## config.mk

```make
export PLATFORM = sky130hd
export DESIGN_NAME = alu_issue_stage
export DESIGN_NICKNAME = d
export VERILOG_FILES = /design/src/rtl/alu_issue_pkg.sv /design/src/rtl/alu_issue_decode.sv /design/src/rtl/alu_issue_stage.sv
export SDC_FILE = /design/constraint.sdc
export NUM_CORES = 1
export LEC_CHECK = 0
export ABC_AREA = 1
export BUFFER_PORTS_ARGS = -buffer_cell sky130_fd_sc_hd__buf_4
export CAP_MARGIN = 20
export CORE_MARGIN = 1.5
export CORE_UTILIZATION = 40
export DETAILED_ROUTE_END_ITERATION = 10
export PLACE_DENSITY_LB_ADDON = 0.3
export SLEW_MARGIN = 5
export SYNTH_ARGS = -nofsm -noshare
export SYNTH_HDL_FRONTEND = slang
export SYNTH_HIERARCHICAL = 1
export SYNTH_SLANG_ARGS = --single-unit
```

## constraint.sdc

```tcl
create_clock -name clk -period 4.6 [get_ports clk]
set_input_delay 0.92 -clock clk [delete_from_list [all_inputs] [get_ports clk]]
set_output_delay 0.92 -clock clk [all_outputs]
set_load 0.1 [all_outputs]
```

## src/rtl/alu_issue_pkg.sv

```systemverilog
// Shared definitions for the RV32I issue stage: ALU opcode encoding,
// base opcode values and the ID/EX entry layout.
package alu_issue_pkg;

  localparam int XLEN = 32;

  typedef enum logic [3:0] {
    ALU_ADD   = 4'd0,
    ALU_SUB   = 4'd1,
    ALU_AND   = 4'd2,
    ALU_OR    = 4'd3,
    ALU_XOR   = 4'd4,
    ALU_SLT   = 4'd5,
    ALU_SLL   = 4'd6,
    ALU_SLTU  = 4'd7,
    ALU_SRL   = 4'd8,
    ALU_SRA   = 4'd9,
    ALU_COPY1 = 4'd10,
    ALU_COPY2 = 4'd11
  } alu_op_e;

  localparam logic [6:0] OPC_OP     = 7'b0110011;
  localparam logic [6:0] OPC_OP_IMM = 7'b0010011;
  localparam logic [6:0] OPC_LUI    = 7'b0110111;
  localparam logic [6:0] OPC_AUIPC  = 7'b0010111;
  localparam logic [6:0] OPC_JAL    = 7'b1101111;
  localparam logic [6:0] OPC_JALR   = 7'b1100111;
  localparam logic [6:0] OPC_LOAD   = 7'b0000011;
  localparam logic [6:0] OPC_STORE  = 7'b0100011;
  localparam logic [6:0] OPC_BRANCH = 7'b1100011;

  typedef struct packed {
    alu_op_e          alu_op;
    logic [XLEN-1:0]  in1;
    logic [XLEN-1:0]  in2;
    logic [4:0]       rd;
    logic             we;
    logic [XLEN-1:0]  pc;
    logic             illegal;
  } issue_entry_t;

  // funct3 selects the arithmetic operation; alt (funct7[5]) picks SUB/SRA
  function automatic alu_op_e arith_op(input logic [2:0] funct3, input logic alt);
    alu_op_e op;
    op = ALU_ADD;
    case (funct3)
      3'd0: op = alt ? ALU_SUB : ALU_ADD;
      3'd1: op = ALU_SLL;
      3'd2: op = ALU_SLT;
      3'd3: op = ALU_SLTU;
      3'd4: op = ALU_XOR;
      3'd5: op = alt ? ALU_SRA : ALU_SRL;
      3'd6: op = ALU_OR;
      3'd7: op = ALU_AND;
      default: op = ALU_ADD;
    endcase
    return op;
  endfunction

endpackage

```

## src/rtl/alu_issue_decode.sv

```systemverilog
// Combinational RV32I decoder: instruction word, PC and register reads in,
// ALU opcode, operands, destination and write enable out. Only muxing and
// sign extension happen here; the ALU forms PC+imm and PC+4.
module alu_issue_decode
  import alu_issue_pkg::*;
(
  input  logic [31:0] instr,
  input  logic [31:0] pc,
  input  logic [31:0] rs1_data,
  input  logic [31:0] rs2_data,
  output alu_op_e     alu_op,
  output logic [31:0] in1,
  output logic [31:0] in2,
  output logic [4:0]  rd,
  output logic        we,
  output logic        illegal
);

  logic [6:0]  opcode;
  logic [2:0]  funct3;
  logic [6:0]  funct7;
  logic [31:0] imm_i;
  logic [31:0] imm_s;
  logic [31:0] imm_u;
  logic [31:0] shamt;
  logic        writes_rd;

  assign opcode = instr[6:0];
  assign funct3 = instr[14:12];
  assign funct7 = instr[31:25];
  assign rd     = instr[11:7];
  assign imm_i  = {{20{instr[31]}}, instr[31:20]};
  assign imm_s  = {{20{instr[31]}}, instr[31:25], instr[11:7]};
  assign imm_u  = {instr[31:12], 12'b0};
  assign shamt  = {27'b0, instr[24:20]};

  // Opcode/funct decode; undecodable encodings keep the ADD/zero defaults
  always_comb begin
    alu_op    = ALU_ADD;
    in1       = '0;
    in2       = '0;
    writes_rd = 1'b0;
    illegal   = 1'b0;
    case (opcode)
      OPC_OP: begin
        if (funct7 == 7'h00 || (funct7 == 7'h20 && (funct3 == 3'd0 || funct3 == 3'd5))) begin
          alu_op    = arith_op(funct3, funct7[5]);
          in1       = rs1_data;
          in2       = rs2_data;
          writes_rd = 1'b1;
        end else begin
          illegal = 1'b1;
        end
      end
      OPC_OP_IMM: begin
        if (funct3 == 3'd1) begin
          if (funct7 == 7'h00) begin
            alu_op    = ALU_SLL;
            in1       = rs1_data;
            in2       = shamt;
            writes_rd = 1'b1;
          end else begin
            illegal = 1'b1;
          end
        end else if (funct3 == 3'd5) begin
          if (funct7 == 7'h00 || funct7 == 7'h20) begin
            alu_op    = arith_op(funct3, funct7[5]);
            in1       = rs1_data;
            in2       = shamt;
            writes_rd = 1'b1;
          end else begin
            illegal = 1'b1;
          end
        end else begin
          alu_op    = arith_op(funct3, 1'b0);
          in1       = rs1_data;
          in2       = imm_i;
          writes_rd = 1'b1;
        end
      end
      OPC_LUI: begin
        alu_op    = ALU_COPY2;
        in2       = imm_u;
        writes_rd = 1'b1;
      end
      OPC_AUIPC: begin
        in1       = pc;
        in2       = imm_u;
        writes_rd = 1'b1;
      end
      OPC_JAL, OPC_JALR: begin
        in1       = pc;
        in2       = 32'd4;
        writes_rd = 1'b1;
      end
      OPC_LOAD: begin
        in1       = rs1_data;
        in2       = imm_i;
        writes_rd = 1'b1;
      end
      OPC_STORE: begin
        in1 = rs1_data;
        in2 = imm_s;
      end
      OPC_BRANCH: begin
        in1 = rs1_data;
        in2 = rs2_data;
        case (funct3)
          3'd0, 3'd1: alu_op = ALU_SUB;
          3'd4, 3'd5: alu_op = ALU_SLT;
          3'd6, 3'd7: alu_op = ALU_SLTU;
          default: begin
            alu_op  = ALU_ADD;
            in1     = '0;
            in2     = '0;
            illegal = 1'b1;
          end
        endcase
      end
      default: illegal = 1'b1;
    endcase
  end

  assign we = writes_rd & (rd != 5'd0) & ~illegal;

endmodule

```

## src/rtl/alu_issue_stage.sv

```systemverilog
// ID/EX issue register with valid/ready handshake feeding the ALU.
// Optional macro ISSUE_SKID_EN adds a second (skid) entry so id_ready
// becomes a flop with no combinational path from ex_ready.
module alu_issue_stage
  import alu_issue_pkg::*;
#(
  parameter int              XLEN     = 32,
  parameter logic [XLEN-1:0] RESET_PC = '0
) (
  input  logic            clk,
  input  logic            rst,
  input  logic            id_valid,
  output logic            id_ready,
  input  logic [XLEN-1:0] id_instr,
  input  logic [XLEN-1:0] id_pc,
  input  logic [XLEN-1:0] rs1_data,
  input  logic [XLEN-1:0] rs2_data,
  input  logic            flush,
  output logic            ex_valid,
  input  logic            ex_ready,
  output logic [3:0]      ex_alu_op,
  output logic [XLEN-1:0] ex_in1,
  output logic [XLEN-1:0] ex_in2,
  output logic [4:0]      ex_rd,
  output logic            ex_we,
  output logic [XLEN-1:0] ex_pc,
  output logic            ex_illegal
);

  localparam issue_entry_t RESET_ENTRY = '{
    alu_op: ALU_ADD, in1: '0, in2: '0, rd: '0, we: 1'b0, pc: RESET_PC, illegal: 1'b0
  };

  issue_entry_t dec_entry;
  issue_entry_t ex_q, ex_d;
  logic         ex_valid_q, ex_valid_d;
  logic         accept;
  logic         pop;

  alu_issue_decode u_decode (
    .instr    (id_instr),
    .pc       (id_pc),
    .rs1_data (rs1_data),
    .rs2_data (rs2_data),
    .alu_op   (dec_entry.alu_op),
    .in1      (dec_entry.in1),
    .in2      (dec_entry.in2),
    .rd       (dec_entry.rd),
    .we       (dec_entry.we),
    .illegal  (dec_entry.illegal)
  );

  assign dec_entry.pc = id_pc;
  assign pop          = ex_valid_q & ex_ready;
  assign accept       = id_valid & id_ready;

`ifdef ISSUE_SKID_EN
  issue_entry_t skid_q, skid_d;
  logic         skid_valid_q, skid_valid_d;
  logic         id_ready_q, id_ready_d;

  assign id_ready = id_ready_q;

  // Main/skid next state: skid refills main first so order is preserved
  always_comb begin
    ex_d         = ex_q;
    ex_valid_d   = ex_valid_q;
    skid_d       = skid_q;
    skid_valid_d = skid_valid_q;
    if (flush) begin
      ex_valid_d   = 1'b0;
      skid_valid_d = 1'b0;
    end else if (skid_valid_q) begin
      if (pop) begin
        ex_d         = skid_q;
        skid_valid_d = 1'b0;
      end
    end else if (accept) begin
      if (!ex_valid_q || pop) begin
        ex_d       = dec_entry;
        ex_valid_d = 1'b1;
      end else begin
        skid_d       = dec_entry;
        skid_valid_d = 1'b1;
      end
    end else if (pop) begin
      ex_valid_d = 1'b0;
    end
    id_ready_d = ~skid_valid_d;
  end

  // Skid entry and registered ready
  always_ff @(posedge clk or posedge rst) begin
    if (rst) begin
      skid_q       <= RESET_ENTRY;
      skid_valid_q <= 1'b0;
      id_ready_q   <= 1'b1;
    end else begin
      skid_q       <= skid_d;
      skid_valid_q <= skid_valid_d;
      id_ready_q   <= id_ready_d;
    end
  end
`else
  assign id_ready = ~ex_valid_q | ex_ready;

  // Single-entry next state: flush beats accept, accept beats drain
  always_comb begin
    ex_d       = ex_q;
    ex_valid_d = ex_valid_q;
    if (flush) begin
      ex_valid_d = 1'b0;
    end else if (accept) begin
      ex_d       = dec_entry;
      ex_valid_d = 1'b1;
    end else if (pop) begin
      ex_valid_d = 1'b0;
    end
  end
`endif

  // ID/EX register presented to the ALU
  always_ff @(posedge clk or posedge rst) begin
    if (rst) begin
      ex_q       <= RESET_ENTRY;
      ex_valid_q <= 1'b0;
    end else begin
      ex_q       <= ex_d;
      ex_valid_q <= ex_valid_d;
    end
  end

  assign ex_valid   = ex_valid_q;
  assign ex_alu_op  = ex_q.alu_op;
  assign ex_in1     = ex_q.in1;
  assign ex_in2     = ex_q.in2;
  assign ex_rd      = ex_q.rd;
  assign ex_we      = ex_q.we;
  assign ex_pc      = ex_q.pc;
  assign ex_illegal = ex_q.illegal;

endmodule
```

=== Yosys cells after proc, flatten, opt, wreduce, memory -nomap -nowiden ===
Memory sizes are Yosys's and may differ from the RTL's.
Cells that the tools add are included.

* Bits in registers: 108
* Memory bits (read-only): 32
* Bits of input ports: 133
* Output and inout port bits: 109
* Word-level logic and storage cells: 93
* Memories: 1

{| class="wikitable"
|+ Memories
! name !! words !! width !! rd ports !! clocked after memory_dff !! write ports !! line !! RTL
|-
| (no name shown) || 8 || 4 || 1 || 0 || 0 || alu_issue_pkg.sv:46 || <nowiki>case (funct3)</nowiki>
|}

* Eq/ne operators: 17
* Multiplexer cells: 40
* Bitwise logic cells: 8
* Reduce and logical (&&, ||, !) cells: 19

{| class="wikitable"
|+ Operator list
! kind !! number
|-
| $mux W32 || 10
|-
| $pmux W32 S7 || 1
|-
| $pmux W32 S5 || 1
|-
| $pmux W4 S8 || 1
|-
| $eq A7 B6 Y1 const B || 4
|-
| $eq A7 B7 Y1 const B || 3
|-
| $mux W1 || 16
|-
| $mux W4 || 4
|-
| $pmux W4 S4 || 1
|-
| $eq A7 B5 Y1 const B || 2
|-
| $eq A3 B3 Y1 const B || 4
|-
| $reduce_or A2 Y1 || 6
|-
| $reduce_or A6 Y1 || 2
|-
| $mux W5 || 2
|-
| $pmux W3 S3 || 1
|-
| $eq A7 B2 Y1 const B || 1
|-
| $logic_not A7 Y1 || 1
|-
| $eq A3 B2 Y1 const B || 2
|-
| $reduce_bool A5 Y1 || 1
|-
| $reduce_or A5 Y1 || 1
|-
| $and A1 B1 Y1 || 4
|-
| $pmux W1 S4 || 1
|-
| $eq A3 B1 Y1 const B || 1
|-
| $logic_not A3 Y1 || 1
|-
| other kinds (9) || 13
|}

=== Depth between registers and ports, before layout ===
Gate-level depths: netlist of run 1.

* Depth in word-level cells: 8
* Mapped depth: 12
* Mapped depth without buffers: 12

=== By module ===
The synthesis of run 1 kept the hierarchy.

{| class="wikitable"
|+ By module, submodules not included
! module !! instances !! cells each !! area each (sq um)
|-
| alu_issue_stage || 1 || 470 || 4256.6
|-
| alu_issue_decode || 1 || 308 || 1417.6
|}

=== Worst setup path before layout of run 1 ===
No wires, ideal clock.

* Kind: input to output
* From: input port ex_ready
* To: output port id_ready
* Data arrival time: 1695 ps
* Required time: 3680 ps
* Setup slack: 1985 ps
* Stages on the path: 4
* Cell sequence: inv_1 -> nand2_1 -> buf_2 -> buf_2

* Cells in the longest elaborated chain, start to end: 1

{| class="wikitable"
|+ Ends and longest elaborated chain
! what !! line !! RTL
|-
| from (decl) || alu_issue_stage.sv:20 || <nowiki>input logic ex_ready,</nowiki>
|-
| $or A1 B1 Y1 || alu_issue_stage.sv:105 || <nowiki>assign id_ready = ~ex_valid_q | ex_ready;</nowiki>
|-
| to (decl) || alu_issue_stage.sv:13 || <nowiki>output logic id_ready,</nowiki>
|}

Every way passes these cells.

=== Final worst setup path of run 1 ===
Ends and elaborated chain as after synthesis.

==> results of run 1 <==
## per-layer routing
metal	wire (µm)	part of all wire
met1	7780	0.43
met2	8740	0.48
met3	978	0.054
met4	653	0.036
met5	0	0
## cells in the final DEF, fill, tap and decap left out, drive strengths merged
cell      netlist  final
a21oi           5      5
a22oi           1      1
buf            42    248
bufinv          0      1
clkbuf         13     10
clkinv          0      3
clkinvlp        0      1
dfrtp         108    108
inv            21     22
nand2         378    378
nand3         137    137
nand3b          1      1
nand4           1      1
nor2           21     21
nor3            1      1
o211ai          8      8
o21ai          40     40
o31ai           1      1
## logic make-up after synthesis
kind of cell           count (synthesis)  synth area share
flip-flops                           108             0.476
AO/OA/AOI/OAI                         55            0.0565
AND/OR/NAND/NOR                      539             0.399
buffers and inverters                 76            0.0686
## sequential cells by signal (all words and copies together) (netlist names)
| name | flops |
|---|---|
| ex_in1 | 32 |
| ex_in2 | 32 |
| ex_pc | 32 |
| ex_rd | 5 |
| ex_alu_op | 4 |
| ex_illegal | 1 |
| ex_valid | 1 |
| ex_we | 1 |
## where the power goes
part	total [µW]	internal, µW	switching [µW]	leakage, µW
sequential	1050	1010	37.5	0.00144
combinational	878	200	678	0.00293
clock	795	437	358	0.000149
## metrics by stage
stage | utilization | instances | hold slack, ns | power (µW) | setup slack (ns)
after floorplan | - | 778 | 0.974 | 1690 | 0.834
after global placement | 0.538 | 1150 | 0.455 | 1940 | 1.80
after detailed placement | 0.540 | 1151 | 0.460 | 1950 | 1.78
after CTS | 0.562 | 1167 | 0.477 | 2740 | 1.89
after global routing | 0.562 | 1167 | 0.494 | 2830 | 1.86
final | 0.562 | 1167 | 0.474 | 2720 | 1.89
## layout make-up
| cell class | instances | area, µm² | share of cell area |
|---|---|---|---|
| multi-input cells | 594 | 2600 | 0.334 |
| inverters | 21 | 81.3 | 0.0104 |
| clock buffers | 10 | 239 | 0.0307 |
| well taps | 180 | 225 | 0.0289 |
| flip-flops and latches | 108 | 2700 | 0.347 |
| clock inverters | 6 | 61.3 | 0.00787 |
| repair buffers | 248 | 1880 | 0.241 |
## how the worst max path moves through the flow
stage / end / slack (ns)
after CTS: id_ready / 1.89
after global routing: id_ready / 1.86
after detailed placement: ex_in1[1] / 1.78
after floorplan: ex_alu_op[0] / 0.83
final: id_ready / 1.89
after global placement: ex_in1[0] / 1.80
## tightest hold or removal path: cells and delay by family, from the launching register on
kind / cells / cell delay [ns]
AND/OR/NAND/NOR: 2 / 0.10
flip-flops: 1 / 0.34
==> reports/results.ini, run 1 <==
[status]
status=finished clean

[synthesis]
synth.avg_cell_area_um2=7.29
synth.most_common_cell=nand2_1
syn-instance-count=778
synth_area_um2=5670
async_reset_ff_frac=1.00
yosys-top-cells-count=nand2_1, nand3_1, dfrtp_1
syn_nets=911
synth_top_area_frac=0.476
ys_ff_latch=108
ys_seq_area_frac=0.476
synth_edf_count=0
ys_warn_count=6
synthFlopType=dfrtp_1
synth_area_leaders=dfrtp_1, nand2_1, nand3_1
yosysUniqueCellTypes=27
yosysTopAreaCell=dfrtp_1

[hold_path]
min_from=ex_in2[11]
hold_class=reg2reg
holdPathStages=2
whs_endpoint=ex_in2[11]

[worst_setup_path]
path_delay_family=buffers and inverters
r2r_slack_ns=2.72
cp_data_required_time_ns=3.68
path_common_cell=buf_4
r2r-start=ex_valid
crit_type=in2out
path_max_fanout=39
worstSetupEndpointType=primary output
crit_arrival_ns=1.79
cp.depth=4
slowest_delay_ns=0.38
reg2reg_depth=4
critPathLaunch=ex_ready
cp_cell_sequence=buf_4 > inv_1 > nand2_4 > buf_4
cpMaxStageDelayCell=buf_4
worst_setup_path_start_kind=input pin
r2r-end=ex_in1[10]
critical_path_buf_inv_count=3

[sta]
skew_ns=0.00549
min_period_ns=2.71
finalSetupTns_ns=0
setup_viol=0
relSlewSlack=0.261
slew_viol_final=0
finalHoldViolCount=0
clock.fmax_ghz=0.369
grt_setup_unrepaired=false
fin_crit_sh=0.590
worst_pin_slew_ns=1.11

[clock_tree]
cts_tree=done
cts.sinks=108
clockRootBuffer=clkbuf_16
clockBufferDepth=2
post-cts-setup-buffer-count=0
ctsHoldBuffers=0
cts.clk_slew.worst_paths_ns=0.08
ctsHtreeMaxLevel=3
clk_latency_ns=0.35
cts_buffers=9
cts-resized-gates=0

[final_layout]
drive_gt1_frac=0.290
final_area_um2=7790
nets=1115
syn_to_final_growth_pct=37.4
n_antenna_cell=0
nFillCells=1362

[routing]
drtIter0Drc=454
wire_per_inst_um=15.6
viasPerCell=5.05
vias=5896
firstDrtPassIters=5
wl_mm=18.1
ant_nets=0
remaining_drc_errors=0

[grt]
antenna_found_initial=0
grt_pass1_vias=5516
grt_max_degree=108
grt_overflow=0
grt_usage=0.244
grt_pass1_wl_mm=28.3
grt_busiest_layer=met2
gr-usage-met3=0.0309
met2_usage=0.395
grtUsageMet1=0.326

[place]
placed_area_um2=7490
finalWeightedCongestion=0.879
io_buffers=241
dpl.hpwl_mm=12.6

[power_and_ir_drop]
p_per_area_nw_per_um2=350
leakagePower_uw=0.00451
irDropWorstVdd_uv=163

[floorplanning]
die_w_um=122
initial_core_util=0.409
die_area_um2=14900
io_pins=242
rows=43
die_y_um=122
core-area_um2=13900

[job]
cap_viol_max_count=0

(Power assumes the default switching activity.)
==> inputs of run 2 (changes only) <==
- clock period: 4.6 -> 2.4 ns (I/O delays scaled with it)
==> run 2 against run 1 <==
  * Clock skew is 0.0026 ns higher
  * Non-clock buffer count increased by 10
  * Sequential power is 91% higher
  * Sequential cell count unchanged
  * Utilization grew 0.81 points
  * Largest power group unchanged
==> reports/results.ini, run 2 (synthesis results as in run 1) <==
[floorplanning]
io_pins=242  ; unchanged
die_area_um2=14900  ; unchanged
core-area_um2=13900  ; unchanged
die_y_um=122  ; unchanged
die_w_um=122  ; unchanged
initial_core_util=0.409  ; unchanged
rows=43  ; unchanged

[sta]
skew_ns=0.00806  ; was 0.00549 ns
slew_viol_final=0  ; unchanged
clock.fmax_ghz=0.594
finalHoldViolCount=0  ; unchanged
grt_setup_unrepaired=false  ; unchanged
fin_crit_sh=0.701
setup_viol=0  ; unchanged
min_period_ns=1.68
finalSetupTns_ns=0  ; unchanged
relSlewSlack=0.532  ; was 0.261
worst_pin_slew_ns=0.702  ; was 1.11 ns

[clock_tree]
post-cts-setup-buffer-count=0  ; unchanged
cts.clk_slew.worst_paths_ns=0.07  ; was 0.08 ns
cts_tree=done  ; unchanged
ctsHtreeMaxLevel=3  ; unchanged
cts-resized-gates=0  ; unchanged
cts_buffers=9  ; unchanged
clk_latency_ns=0.35  ; about the same
clockRootBuffer=clkbuf_16  ; unchanged
clockBufferDepth=2  ; unchanged
ctsHoldBuffers=0  ; unchanged
cts.sinks=108  ; unchanged

[grt]
grt_overflow=0  ; unchanged
grt_pass1_vias=5609  ; was 5,516
grt_max_degree=108  ; unchanged
grt_usage=0.244  ; about the same
antenna_found_initial=0  ; unchanged
grt_pass1_wl_mm=28.6  ; was 28.3 mm

[routing]
remaining_drc_errors=0  ; unchanged
viasPerCell=5.10  ; was 5.05
wire_per_inst_um=15.6  ; about the same
drtIter0Drc=504  ; was 454
vias=6002  ; was 5,896
firstDrtPassIters=5  ; unchanged
wl_mm=18.3  ; was 18.1 mm
ant_nets=0  ; unchanged

[final_layout]
nets=1125  ; was 1,115
n_antenna_cell=0  ; unchanged
nFillCells=1340  ; was 1,362
drive_gt1_frac=0.294  ; was 0.290
mostFrequentLayoutCell=nand2_1  ; unchanged
final_cell_mix=nand2_1, buf_4, nand3_1, dfrtp_1, o21ai_1  ; unchanged
syn_to_final_growth_pct=39.4  ; was 37.4%

[hold_path]
hold_class=in2async  ; was reg2reg

[worst_setup_path]
slowest_delay_ns=0.37  ; was 0.38 ns
cp_cell_sequence=buf_4 > inv_2 > nand3_1 > inv_1 > nand3_1 > o31ai_4 > buf_4 > nand2_1 > nand2_1 > nand3_1 > nand2_1  ; was buf_4 > inv_1 > nand2_4 > buf_4
worst_setup_path_start_kind=input pin  ; unchanged
worstSetupEndpointType=register  ; was primary output
crit_arrival_ns=1.97  ; was 1.79 ns
cp_data_required_time_ns=2.69  ; was 3.68 ns
path_delay_family=simple AND/OR/NAND/NOR gates  ; was buffers and inverters
critical_path_buf_inv_count=4  ; was 3
path_max_fanout=32  ; was 39
cpMaxStageDelayCell=buf_4  ; unchanged
crit_type=in2reg  ; was in2out

[power_and_ir_drop]
p_per_area_nw_per_um2=661  ; was 350 nW/µm²
irDropWorstVdd_uv=314  ; was 163 µV
leakagePower_uw=0.00456  ; was 0.00451 µW
power_uw=5220  ; was 2720 µW

[place]
io_buffers=241  ; unchanged
finalWeightedCongestion=0.931  ; was 0.879
dpl.hpwl_mm=12.8  ; was 12.6 mm

[job]
cap_viol_max_count=0  ; unchanged

[status]
status=finished clean  ; unchanged

-- run 2: changes by cell type in the layout (fill, tap and decap cells not counted) --
| cell | before | now |
|---|---|---|
| buf_4 | 247 | 253 |
| buf_12 | 0 | 5 |
| clkbuf_1 | 0 | 3 |
| clkinv_2 | 3 | 1 |
| buf_16 | 1 | 0 |
| inv_4 | 1 | 0 |
-- run 2: metal layers --
metal  share of wire  up-vias  GRT usage
met3           0.061       43     0.0337
li1                -     2919          -
met4           0.035        0      0.110
met1            0.43     2806      0.335
met5               0        -          0
met2            0.48      234      0.385
-- run 2: power by group --
| part | leakage (µW) | switching, µW | internal, µW |
|---|---|---|---|
| clock network | 0.000144 | 674 | 843 |
| registers | 0.00144 | 72.2 | 1940 |
| logic | 0.00298 | 1300 | 390 |
-- run 2: area by class of cell --
type / count / area, µm² / area share
Clock buffer: 13 / 250 / 0.0316
Clock inverter: 3 / 43.8 / 0.00554
Inverter: 21 / 82.6 / 0.0104
Multi-Input combinational cell: 594 / 2600 / 0.329
Sequential cell: 108 / 2700 / 0.342
Tap cell: 180 / 225 / 0.0285
Timing Repair Buffer: 258 / 2000 / 0.253
-- run 2: path summary, 6_finish.rpt --
path	slack [ns]	to	cells after the start	from
worst max-delay path	0.72	ex_in1[25]	11	id_instr[4]
worst min-delay path	0.23	ex_pc[21]	2	rst
worst max register to register	0.96	ex_in1[4]	4	ex_valid
worst min register to register	0.47	ex_in1[30]	2	ex_in1[30]
max in group asynchronous	1.53	ex_in2[13]	3	rst
min in group clk	0.31	ex_valid	2	flush
-- run 2: metrics by stage --
| stage | instances | instance area, µm² | utilization | hold slack (ns) | setup slack (ns) |
|---|---|---|---|---|---|
| floorplan | 778 | 5680 | - | 0.543 | 0.285 |
| global placement | 1161 | 7610 | 0.548 | 0.455 | 0.391 |
| detailed placement | 1161 | 7610 | 0.548 | 0.460 | 0.392 |
| CTS | 1177 | 7910 | 0.570 | 0.235 | 0.717 |
| global route | 1177 | 7910 | 0.570 | 0.256 | 0.540 |
| finish | 1177 | 7910 | 0.570 | 0.229 | 0.717 |
==> inputs of run 3 (changes only) <==
- clock period: 2.4 -> 1.6 ns (I/O delays scaled with it)
==> run 3 against run 2 <==
  * Wire length up 0.66%
  * Combinational power rose by 55%
  * Highest routed layer unchanged
  * First-iteration DRC count decreased by 24%
  * Final cell count rose by 3.4%
  * Global-route usage grew 0.38 points
  * Clock skew is 0.0022 ns lower
  * Sequential share of layout area shrank 1.6 points
  * Utilization is 2.8 points higher
  * Register-to-register slack worse by 0.75 ns
  * Critical path type is now reg2out
  * Non-clock buffer count rose by 40
  * Final area rose by 4.9%
  * Sequential power up 50%
  * Largest power group unchanged
==> reports/results.ini, run 3 (synthesis results as in run 1) <==
[final_layout]
drive_gt1_frac=0.322  ; was 0.294
mostFrequentLayoutCell=nand2_1  ; unchanged
instances_no_fill=1217  ; was 1,177
nFillCells=1354  ; was 1,340
syn_to_final_growth_pct=46.2  ; was 39.4%
final_cell_mix=nand2_1, buf_4, nand3_1, dfrtp_1, o21ai_1  ; unchanged
final_area_um2=8300  ; was 7910 µm²
post-route-util=0.598  ; was 0.570
nets=1165  ; was 1,125

[clock_tree]
cts_buffers=9  ; unchanged
cts_tree=done  ; unchanged
post-cts-setup-buffer-count=0  ; unchanged
ctsHtreeMaxLevel=3  ; unchanged
cts.sinks=108  ; unchanged
clk_latency_ns=0.35  ; about the same
clockRootBuffer=clkbuf_16  ; unchanged
cts.clk_slew.worst_paths_ns=0.07  ; about the same
clockBufferDepth=2  ; unchanged

[worst_setup_path]
slowest_delay_ns=0.43  ; was 0.37 ns
cp_data_required_time_ns=1.28  ; was 2.69 ns
r2r-start=ex_valid  ; unchanged
critical_path_buf_inv_count=1  ; was 4
r2r-end=ex_in2[30]  ; was ex_in1[4]
cp.depth=2  ; was 11
worst_setup_path_start_kind=register  ; was input pin
path_max_fanout=15  ; was 32
crit_arrival_ns=1.23  ; was 1.97 ns
cp_cell_sequence=nand2_4 > buf_8  ; was buf_4 > inv_2 > nand3_1 > inv_1 > nand3_1 > o31ai_4 > buf_4 > nand2_1 > nand2_1 > nand3_1 > nand2_1
crit_type=reg2out  ; was in2reg
cpMaxStageDelayCell=dfrtp_2  ; was buf_4
worstSetupEndpointType=primary output  ; was register
path_delay_family=flip-flops  ; was simple AND/OR/NAND/NOR gates
reg2reg_depth=4  ; unchanged
r2r_slack_ns=0.21  ; was 0.96 ns

[place]
dpl.hpwl_mm=13.5  ; was 12.8 mm
place_inst=1200  ; was 1,161
post-place-ws_ns=-0.149  ; was 0.392 ns
placed_area_um2=8010  ; was 7610 µm²
finalWeightedCongestion=0.892  ; was 0.931
io_buffers=241  ; unchanged

[power_and_ir_drop]
p_per_area_nw_per_um2=932  ; was 661 nW/µm²
leakagePower_uw=0.00478  ; was 0.00456 µW
irDropWorstVdd_uv=479  ; was 314 µV
power_uw=7730  ; was 5220 µW

[routing]
ant_nets=0  ; unchanged
wl_mm=18.5  ; was 18.3 mm
vias=6129  ; was 6,002
wire_per_inst_um=15.2  ; was 15.6 µm
firstDrtPassIters=4  ; was 5
remaining_drc_errors=0  ; unchanged
drtIter0Drc=383  ; was 504
viasPerCell=5.04  ; was 5.10

[sta]
setup_viol=0  ; unchanged
worst_pin_slew_ns=0.409  ; was 0.702 ns
relSlewSlack=0.727  ; was 0.532
grt_setup_unrepaired=false  ; unchanged
fin_crit_sh=0.969
setup_ws_ns=0.0493  ; was 0.717 ns
clock.fmax_ghz=0.645
skew_ns=0.00582  ; was 0.00806 ns
min_period_ns=1.55
slew_viol_final=0  ; unchanged
finalHoldViolCount=0  ; unchanged

[status]
status=finished clean  ; unchanged

[grt]
grt_overflow=0  ; unchanged
antenna_found_initial=1  ; was 0
grt_pass1_wl_mm=29.1  ; was 28.6 mm
grt_pass1_vias=5760  ; was 5,609
grt_usage=0.248  ; was 0.244
grt_max_degree=50  ; was 108

[hold_path]
hold_class=in2reg  ; was in2async
holdPathStages=2
whs_endpoint=ex_valid
min_from=flush

[floorplanning]
die_area_um2=14900  ; unchanged
die_y_um=122  ; unchanged
initial_core_util=0.409  ; unchanged
rows=43  ; unchanged
die_w_um=122  ; unchanged
core-area_um2=13900  ; unchanged
io_pins=242  ; unchanged

[job]
cap_viol_max_count=0  ; unchanged

## run 3: cell count changes in the layout (fill, tap and decap cells not counted), sizes merged
| cell | change |
|---|---|
| bufinv | -1 |
| inv | -1 |
| clkbuf | -2 |
| clkinv | +2 |
| buf | +39 |
| dlygate4sd3 | +1 |
| clkinvlp | +1 |
| diode | +1 |
## run 3: metal layers
metal | share of wire | vias up | GRT usage | wire, µm
met5 | 0 | - | 0 | 0
met4 | 0.035 | 0 | 0.111 | 642
met3 | 0.068 | 43 | 0.0403 | 1260
met2 | 0.46 | 249 | 0.388 | 8550
met1 | 0.43 | 2842 | 0.339 | 8010
li1 | - | 2995 | - | -
## run 3: area by class of cell
| cell class | instances | area, µm² | share of cell area |
|---|---|---|---|
| diodes | 1 | 2.50 | 0.000302 |
| clock buffers | 11 | 243 | 0.0293 |
| clock inverters | 4 | 26.3 | 0.00317 |
| inverters | 21 | 82.6 | 0.00995 |
| multi-input cells | 594 | 2600 | 0.314 |
| flip-flops and latches | 108 | 2700 | 0.326 |
| well taps | 180 | 225 | 0.0271 |
| repair buffers | 298 | 2410 | 0.290 |
## run 3: repair_timing
item | in CTS | in global routing
endpoints found under the hold margin | 12 | 0
gates cloned | 0 | 0
endpoints found under the setup margin | 1 | 1
hold buffers | 1 | 0
resized for setup | 1 | 1
## run 3: worst max path at each step
stage	end	start
after floorplan	ex_valid	rst
after global placement	ex_in2[27]	id_instr[3]
after detailed placement	ex_in2[27]	id_instr[3]
after CTS	id_ready	ex_valid
after global routing	id_ready	ex_valid
final	id_ready	ex_valid
## run 3: stage by stage
step | hold WS, ns | TNS, ns
floorplan | 0.379 | -2.43
global placement | 0.339 | -3.93
detailed placement | 0.341 | -5.84
CTS | 0.131 | 0
global route | 0.149 | 0
finish | 0.144 | 0
## run 3: where the power goes
part / internal [µW] / switching, µW / total [µW]
sequential: 2910 / 105 / 3020
clock: 1090 / 1000 / 2090
combinational: 649 / 1970 / 2620
total: 4650 / 3080 / 7730
